===== src/rtl/latch_wr_arbiter.sv =====
// rtl/latch_wr_arbiter.sv - shares one latch bank among NREQ four-phase requesters
// Optional: define LATCH_WR_ARBITER_FIXED_PRIO_EN for fixed lowest-index priority
module latch_wr_arbiter #(
    parameter int NREQ        = 4,
    parameter int DATA_BITS   = 8,
    parameter int OPEN_CYCLES = 2,
    localparam int IW         = $clog2(NREQ)
) (
    input  logic                      clk,
    input  logic                      rst,
    input  logic [NREQ-1:0]           req,
    input  logic [NREQ*DATA_BITS-1:0] wdata,
    output logic [NREQ-1:0]           ack,
    output logic                      lat_en,
    output logic [DATA_BITS-1:0]      lat_d,
    output logic [IW-1:0]             grant_idx,
    output logic                      busy
);

    typedef enum logic [2:0] {
        ST_IDLE,
        ST_SETUP,
        ST_OPEN,
        ST_HOLD,
        ST_ACK
    } state_t;

    state_t          state;
    state_t          state_nxt;
    logic [3:0]      cnt;
    logic [IW-1:0]   win;
    logic [IW-1:0]   cand;
    logic            any_req;
    logic            req_g;

`ifndef LATCH_WR_ARBITER_FIXED_PRIO_EN
    logic [IW-1:0]   rr_ptr;
`endif

    // Winner selection: first requester with req high, scanning from the priority origin
    always_comb begin
        win     = '0;
        cand    = '0;
        any_req = 1'b0;
        for (int i = 0; i < NREQ; i++) begin
`ifdef LATCH_WR_ARBITER_FIXED_PRIO_EN
            cand = IW'(i);
`else
            cand = IW'((int'(rr_ptr) + i) % NREQ);
`endif
            if (!any_req && req[cand]) begin
                any_req = 1'b1;
                win     = cand;
            end
        end
    end

    assign req_g = req[grant_idx];

    // State register
    always_ff @(posedge clk) begin
        if (rst) begin
            state <= ST_IDLE;
        end else begin
            state <= state_nxt;
        end
    end

    // Next-state logic for the setup / enable / hold / acknowledge sequence
    always_comb begin
        state_nxt = state;
        case (state)
            ST_IDLE:  if (any_req) state_nxt = ST_SETUP;
            ST_SETUP: state_nxt = ST_OPEN;
            ST_OPEN:  if (cnt == 4'd0) state_nxt = ST_HOLD;
            ST_HOLD:  state_nxt = ST_ACK;
            ST_ACK:   if (!req_g) state_nxt = ST_IDLE;
            default:  state_nxt = ST_IDLE;
        endcase
    end

    // Output decode: busy whenever a transaction is in flight
    always_comb begin
        busy = (state != ST_IDLE);
    end

    // Registered bank drive, acknowledge and arbitration pointer
    always_ff @(posedge clk) begin
        if (rst) begin
            ack       <= '0;
            lat_en    <= 1'b0;
            lat_d     <= '0;
            grant_idx <= '0;
            cnt       <= '0;
`ifndef LATCH_WR_ARBITER_FIXED_PRIO_EN
            rr_ptr    <= '0;
`endif
        end else begin
            case (state)
                ST_IDLE: begin
                    // Data is captured only here, so later wdata changes cannot reach the bank
                    if (any_req) begin
                        grant_idx <= win;
                        lat_d     <= wdata[int'(win)*DATA_BITS +: DATA_BITS];
                    end
                end
                ST_SETUP: begin
                    lat_en <= 1'b1;
                    cnt    <= 4'(OPEN_CYCLES - 1);
                end
                ST_OPEN: begin
                    if (cnt == 4'd0) begin
                        lat_en <= 1'b0;
                    end else begin
                        cnt <= cnt - 4'd1;
                    end
                end
                ST_HOLD: begin
                    ack <= {{(NREQ-1){1'b0}}, 1'b1} << grant_idx;
                end
                ST_ACK: begin
                    // A requester that dropped early still sees a one-cycle ack here
                    if (!req_g) begin
                        ack <= '0;
`ifndef LATCH_WR_ARBITER_FIXED_PRIO_EN
                        rr_ptr <= (grant_idx == IW'(NREQ - 1)) ? '0 : grant_idx + 1'b1;
`endif
                    end
                end
                default: begin
                    ack    <= '0;
                    lat_en <= 1'b0;
                end
            endcase
        end
    end

endmodule


===== config.mk =====
export PLATFORM = sky130hd
export DESIGN_NAME = latch_wr_arbiter
export DESIGN_NICKNAME = d
export VERILOG_FILES = /design/src/rtl/latch_wr_arbiter.sv
export SDC_FILE = /design/constraint.sdc
export NUM_CORES = 1
export LEC_CHECK = 0
export BUFFER_PORTS_ARGS = -buffer_cell sky130_fd_sc_hd__buf_4
export CAP_MARGIN = 10
export CORE_MARGIN = 3
export CORE_UTILIZATION = 43
export DETAILED_ROUTE_END_ITERATION = 6
export PLACE_DENSITY_LB_ADDON = 0.2
export SLEW_MARGIN = 20
export SYNTH_ARGS = -nofsm -noshare
export SYNTH_HDL_FRONTEND = slang
export SYNTH_SLANG_ARGS = --single-unit
export TNS_END_PERCENT = 50

===== constraint.sdc =====
create_clock -name clk -period 2.23 [get_ports clk]
set_clock_uncertainty 0.2 [all_clocks]
set_input_delay 0.446 -clock clk [delete_from_list [all_inputs] [get_ports clk]]
set_output_delay 0.446 -clock clk [all_outputs]
set_load 0.1 [all_outputs]

==> results.cfg, run 1 <==
[min_path]
hp-start = rst
hold_depth = 2
min_to = cnt[1]
hold_path_class = in -> reg

[final_layout]
design_area_sq_um = 1890
nets = 261
areaGrowthSynthToFinish_pct = 37.4
fill_cells = 260
diodes = 0
drive_above_1_share_pct = 34.6

[synth]
yosysMostFrequentCell = dfxtp_1
ys_seq_elements = 24
synth_edf_count = 0
syn_avg_cell_area_sq_um = 8.60
synthTopCellsByArea = dfxtp_1, a221o_1, mux2_1
yosysWarningCount = 0
synth_cell_types = 40
ys.flop_type = dfxtp_1
yosysSeqAreaShare_pct = 34.9
yosys.area.top_type = dfxtp_1
synth_nets = 203
synth_top_area_share_pct = 34.9
syn_inst = 160
syn_area_sq_um = 1380
synthTopCellsByCount = dfxtp_1, nor2_1, a21oi_1
async_flop_share_pct = 0

[sta]
fin_setup_tns_ps = 0
hold_viol = 0
worst_slew_pin_slew_ps = 676
fin_crit_ps = 2130
layout_setup_ws_ps = 96.8
max_freq_mhz = 469
relSlewSlack_pct = 54.4
fin_crit_sh_pct = 95.7
rsz0062_at_grt = no
setup_viol = 0
slew_viol_final = 0

[setup_path]
crit_path_start_kind = flop
crit_type = reg -> reg
reg2reg_slack_ps = 100
worst-path-max-fanout = 9
worstPathArrival_ps = 2150
rr_endpoint = lat_d[1]
r2r_cells = 5
cp_data_required_time_ps = 2250
reg2reg_from = rr_ptr[1]
cp-end-kind = flop

[clocking]
clock-sinks = 24
cts-root-buf = clkbuf_4
cts_buffers = 3
cts_setup_buffers = 0
cts_tree = yes
clkSlewWorstSetupHoldPaths_ps = 130
ctsResizeCount = 0
clk_latency_ps = 310
cts_buffer_depth = 2
htreeDepth = 1
cts_hold_buf = 0

[place]
placed_area_sq_um = 1850
gp_congestion = 0.805
portBuffers = 53
place_hpwl_um = 3040
dp_slack_ps = -38.9

[global_route]
grt_max_degree = 19
antenna_found_initial = 0
overflow = 0
grt.total_usage_pct = 19.6
grt_first_pass_wirelength_um = 6370
grt_pass1_vias = 1469

[die]
io_pins = 54
die_h_um = 62.6
start_util_pct = 47.5
fp.dieW_um = 62.6
die-area_sq_um = 3920
rows = 19
core-area_sq_um = 2900

[flow_run]
drv_cap = 0

[power_and_ir_drop]
ir_drop_uv = 356
power_density_nw_per_um2 = 737
p_leak_nw = 0.825

[route]
avgRoutedWirePerCell_um = 14.7
ant_nets = 0
first_iter_violations = 51
wl_um = 3800
dr.pass1.iters = 4
avgViaCountPerCell = 5.54
drc = 0
vias = 1434

[run_status]
status = finished, final reports clean
==> how the worst max path moves through the flow <==
stage	start	to	slack, ps	depth (start not counted)
global route	rr_ptr[1]	lat_d[1]	10	5
finish	rr_ptr[1]	lat_d[1]	100	5
floorplan	grant_idx[1]	rr_ptr[0]	30	4
global placement	req[0]	lat_d[1]	20	6
detailed placement	req[0]	lat_d[1]	-40	6
CTS	rr_ptr[1]	lat_d[1]	100	5
==> layer usage <==
metal  vias to the layer above  GRT usage (%)  share of wire [%]
li1                        706              -                  -
met1                       693           22.8                 43
met2                        33           37.2                 54
met3                         2           2.34                3.3
met4                         0           5.79               0.50
met5                         -              0                  0
==> per-stage QoR <==
stage	instances	util, %	power (mW)	hold WS, ps
floorplan	160	-	0.997	258
global placement	255	63.9	1.16	273
detailed placement	255	63.9	1.18	278
CTS	259	65.2	1.40	228
global route	259	65.2	1.47	242
finish	259	65.2	1.39	237
==> sequential cells by signal, indices dropped and copies added, names as in the netlist <==
signal     count
lat_en         1
cnt            4
ack            4
lat_d          8
state          3
grant_idx      2
rr_ptr         2
==> power by group <==
group / switching, mW / internal, mW / total [mW]
registers: 0.0507 / 0.477 / 0.528
logic: 0.441 / 0.198 / 0.639
clock network: 0.127 / 0.0996 / 0.226
==> critical path, stage by stage, from the launching register on <==
cell and delay, ps:
dfxtp_1 430, mux2i_1 370, o22ai_4 120, nor2_4 260, mux2_4 330, a221o_1 330
==> placed cells by master, fill, tap and decap left out, drive strengths merged, types with 2 or more instances in the layout <==
cell,count
nand2,5
and2,2
clkbuf,4
buf,60
nand3,9
o21ai,9
xnor2,2
inv,9
mux2,8
dfxtp,24
nand2b,2
a22oi,5
mux2i,3
or4,2
a221o,8
a21oi,13
ha,5
nor2,23
nor3,7
==> final cells by class <==
cell class                 count  area (sq um)  area share [%]
clock buffer                   4          36.3            1.92
inverter                       9          33.8            1.79
multi-input combinational    120           836            44.2
sequential                    24           482            25.5
tap                           42          52.6            2.78
timing repair buffer          60           450            23.8
==> cell families after synthesis <==
kind of cell / after synthesis / synth area share [%]
AOI/OAI and AO/OA: 45 / 23.6
xor gates and xnor gates: 3 / 1.91
adders and majority gates: 5 / 4.55
buffers and inverters: 16 / 4.36
DFF: 24 / 34.9
muxes: 12 / 10.6
and+or+nand+nor: 55 / 20.0
Note: power is estimated with default switching activity, not from simulation.
==> run 2: changes to the inputs <==
Settings changed: ABC_AREA from default to 1, CORE_UTILIZATION 43 to 46.
==> run 2 against run 1 <==
  * Non-clock buffer count decreased by 5
  * Global-route usage decreased by 0.34 points
  * Utilization decreased by 2.0 points
  * Register-to-register slack improved by 120 ps
  * Highest routed layer unchanged
  * Worst setup slack improved by 120 ps
  * Routed wire length increased by 9.0%
==> results.cfg, run 2 <==
[min_path]
hp-start = ack[1]
hold_depth = 2
hold_path_class = reg -> reg
min_to = ack[1]

[synth]
synth_cell_types = 28
yosys.area.top_type = dfxtp_1
synth_compound_area_share_pct = 8.02
synth_xor_xnor_area_share_pct = 0
syn_inst = 283
synth_top_area_share_pct = 28.0
async_flop_share_pct = 0
synth_adder_area_share_pct = 3.64
synthMuxAreaShare_pct = 0
yosysMostFrequentCell = nand2_1
syn_avg_cell_area_sq_um = 6.07
synth_nets = 326
yosysWarningCount = 0
synthTopCellsByArea = dfxtp_1, nand2_1, nand3_1
synth_top_family_by_area = simple AND/OR/NAND/NOR gates
yosys.area_share.simple_pct = 48.4
synthTopCellsByCount = nand2_1, inv_1, nand3_1
yosysSeqAreaShare_pct = 28.0
syn_area_sq_um = 1720
ys.flop_type = dfxtp_1
ys_seq_elements = 24
synth_edf_count = 0

[final_layout]
areaGrowthSynthToFinish_pct = 27.6
nets = 378
largest_register = lat_d
reg_top3 = lat_d: 8 flops, ack: 4 flops, cnt: 4 flops
final_common_cell = nand2_1
diodes = 0
final_cell_mix = nand2_1, buf_4, inv_1
largest_reg_flops = 8
drive_above_1_share_pct = 25.1
fill_cells = 363
fin_util_pct = 63.2

[sta]
rsz0062_at_grt = no
layout_setup_ws_ps = 213
worst_slew_pin_slew_ps = 400
setup_viol = 0
fin_setup_tns_ps = 0
hold_viol = 0
max_freq_mhz = 496
fin_crit_ps = 2020
slew_viol_final = 0
fin_crit_sh_pct = 90.4
timing.hold.ws_ps = 271
relSlewSlack_pct = 73.3

[setup_path]
crit_type = reg -> out
reg2reg_slack_ps = 220
rr_endpoint = lat_d[2]
worstPathArrival_ps = 1370
worst-path-max-fanout = 4
crit_path_start_kind = flop
cp_data_required_time_ps = 1580
r2r_cells = 13
cp-end-kind = output pin
reg2reg_from = rr_ptr[0]

[clocking]
clk_latency_ps = 260
clock-sinks = 24
cts_buffers = 3
cts_setup_buffers = 0
htreeDepth = 1
cts-root-buf = clkbuf_8
clkSlewWorstSetupHoldPaths_ps = 80
cts_tree = yes
cts_buffer_depth = 2

[global_route]
grt_pass1_vias = 1652
grt_first_pass_wirelength_um = 6840
grt_max_degree = 19
antenna_found_initial = 0
overflow = 0
grt.total_usage_pct = 19.3

[route]
vias = 1811
ant_nets = 0
first_iter_violations = 71
avgRoutedWirePerCell_um = 10.9
avgViaCountPerCell = 4.77
drc = 0
wl_um = 4150
dr.pass1.iters = 4

[power_and_ir_drop]
ir_drop_uv = 528
power_density_nw_per_um2 = 842
finalPower_mw = 1.85
p_leak_nw = 1.18

[die]
rows = 21
io_pins = 54
core-area_sq_um = 3470
fp.dieW_um = 67.1
die-area_sq_um = 4500
start_util_pct = 49.5
die_h_um = 67.1

[place]
place_hpwl_um = 3300
gp_congestion = 0.915
dp_slack_ps = 104
portBuffers = 53

[flow_run]
drv_cap = 0

[run_status]
status = finished, final reports clean
[run 2: cell count changes after synthesis, moves of 5 or more]
cell | before | now
a22oi_1 | 5 | 0
mux2_1 | 7 | 0
nand2_1 | 5 | 102
inv_2 | 0 | 5
inv_1 | 9 | 35
nand3_1 | 9 | 28
a221o_1 | 8 | 0
nand2_2 | 0 | 7
[run 2: timing repair]
| item | CTS | global route |
|---|---|---|
| hold buffers | 0 | 0 |
| gates resized for setup | 0 | 1 |
| setup endpoints to repair | 0 | 3 |
[run 2: worst max-delay path by stage]
| stage | end | start | depth (start not counted) | slack [ps] |
|---|---|---|---|---|
| after global placement | lat_d[1] | req[2] | 14 | 90 |
| after CTS | busy | state[0] | 5 | 190 |
| after floorplan | ack[0] | grant_idx[0] | 5 | 110 |
| final | busy | state[0] | 5 | 210 |
| after detailed placement | lat_d[6] | req[2] | 15 | 100 |
| after global routing | lat_d[2] | rr_ptr[0] | 13 | 5 |
[run 2: critical path: stages, from the launching register on]
cell and delay (ps):
dfxtp_1 340, nor2_1 100, inv_1 70, nor2_1 210, inv_1 130, buf_4 250
[run 2: cells by family (layout without fill, tap and decap cells)]
group                    count (synthesis)  count (layout)
flip-flops                              24              24
buffers and inverters                   48              99
adder cells (fa/ha/maj)                  5               5
AND/OR/NAND/NOR                        181             181
AO/OA/AOI/OAI                           25              25
[run 2: routing by layer]
metal	wire [um]	GRT usage, %	vias up
li1	-	-	981
met1	1970	25.1	776
met2	1910	33.5	50
met3	243	2.70	4
met4	25	3.80	0
met5	0	0	-
[run 2: area by class of cell]
type	count	area, sq um	area share (%)
Clock buffer	4	55.1	2.51
Inverter	40	150	6.85
Multi-Input combinational cell	211	1030	47.2
Sequential cell	24	482	22.0
Tap cell	46	57.6	2.63
Timing Repair Buffer	55	413	18.8
[run 2: report_power, final]
group | switching, mW | internal (mW)
logic | 0.723 | 0.269
registers | 0.0606 | 0.501
clock network | 0.135 | 0.157
total | 0.918 | 0.928
[run 2: metrics by stage]
stage | area, sq um | cells
4_1_cts | 2190 | 380
2_1_floorplan | 1720 | 283
3_5_place_dp | 2130 | 376
6_report | 2190 | 380
3_3_place_gp | 2130 | 376
5_1_grt | 2190 | 380
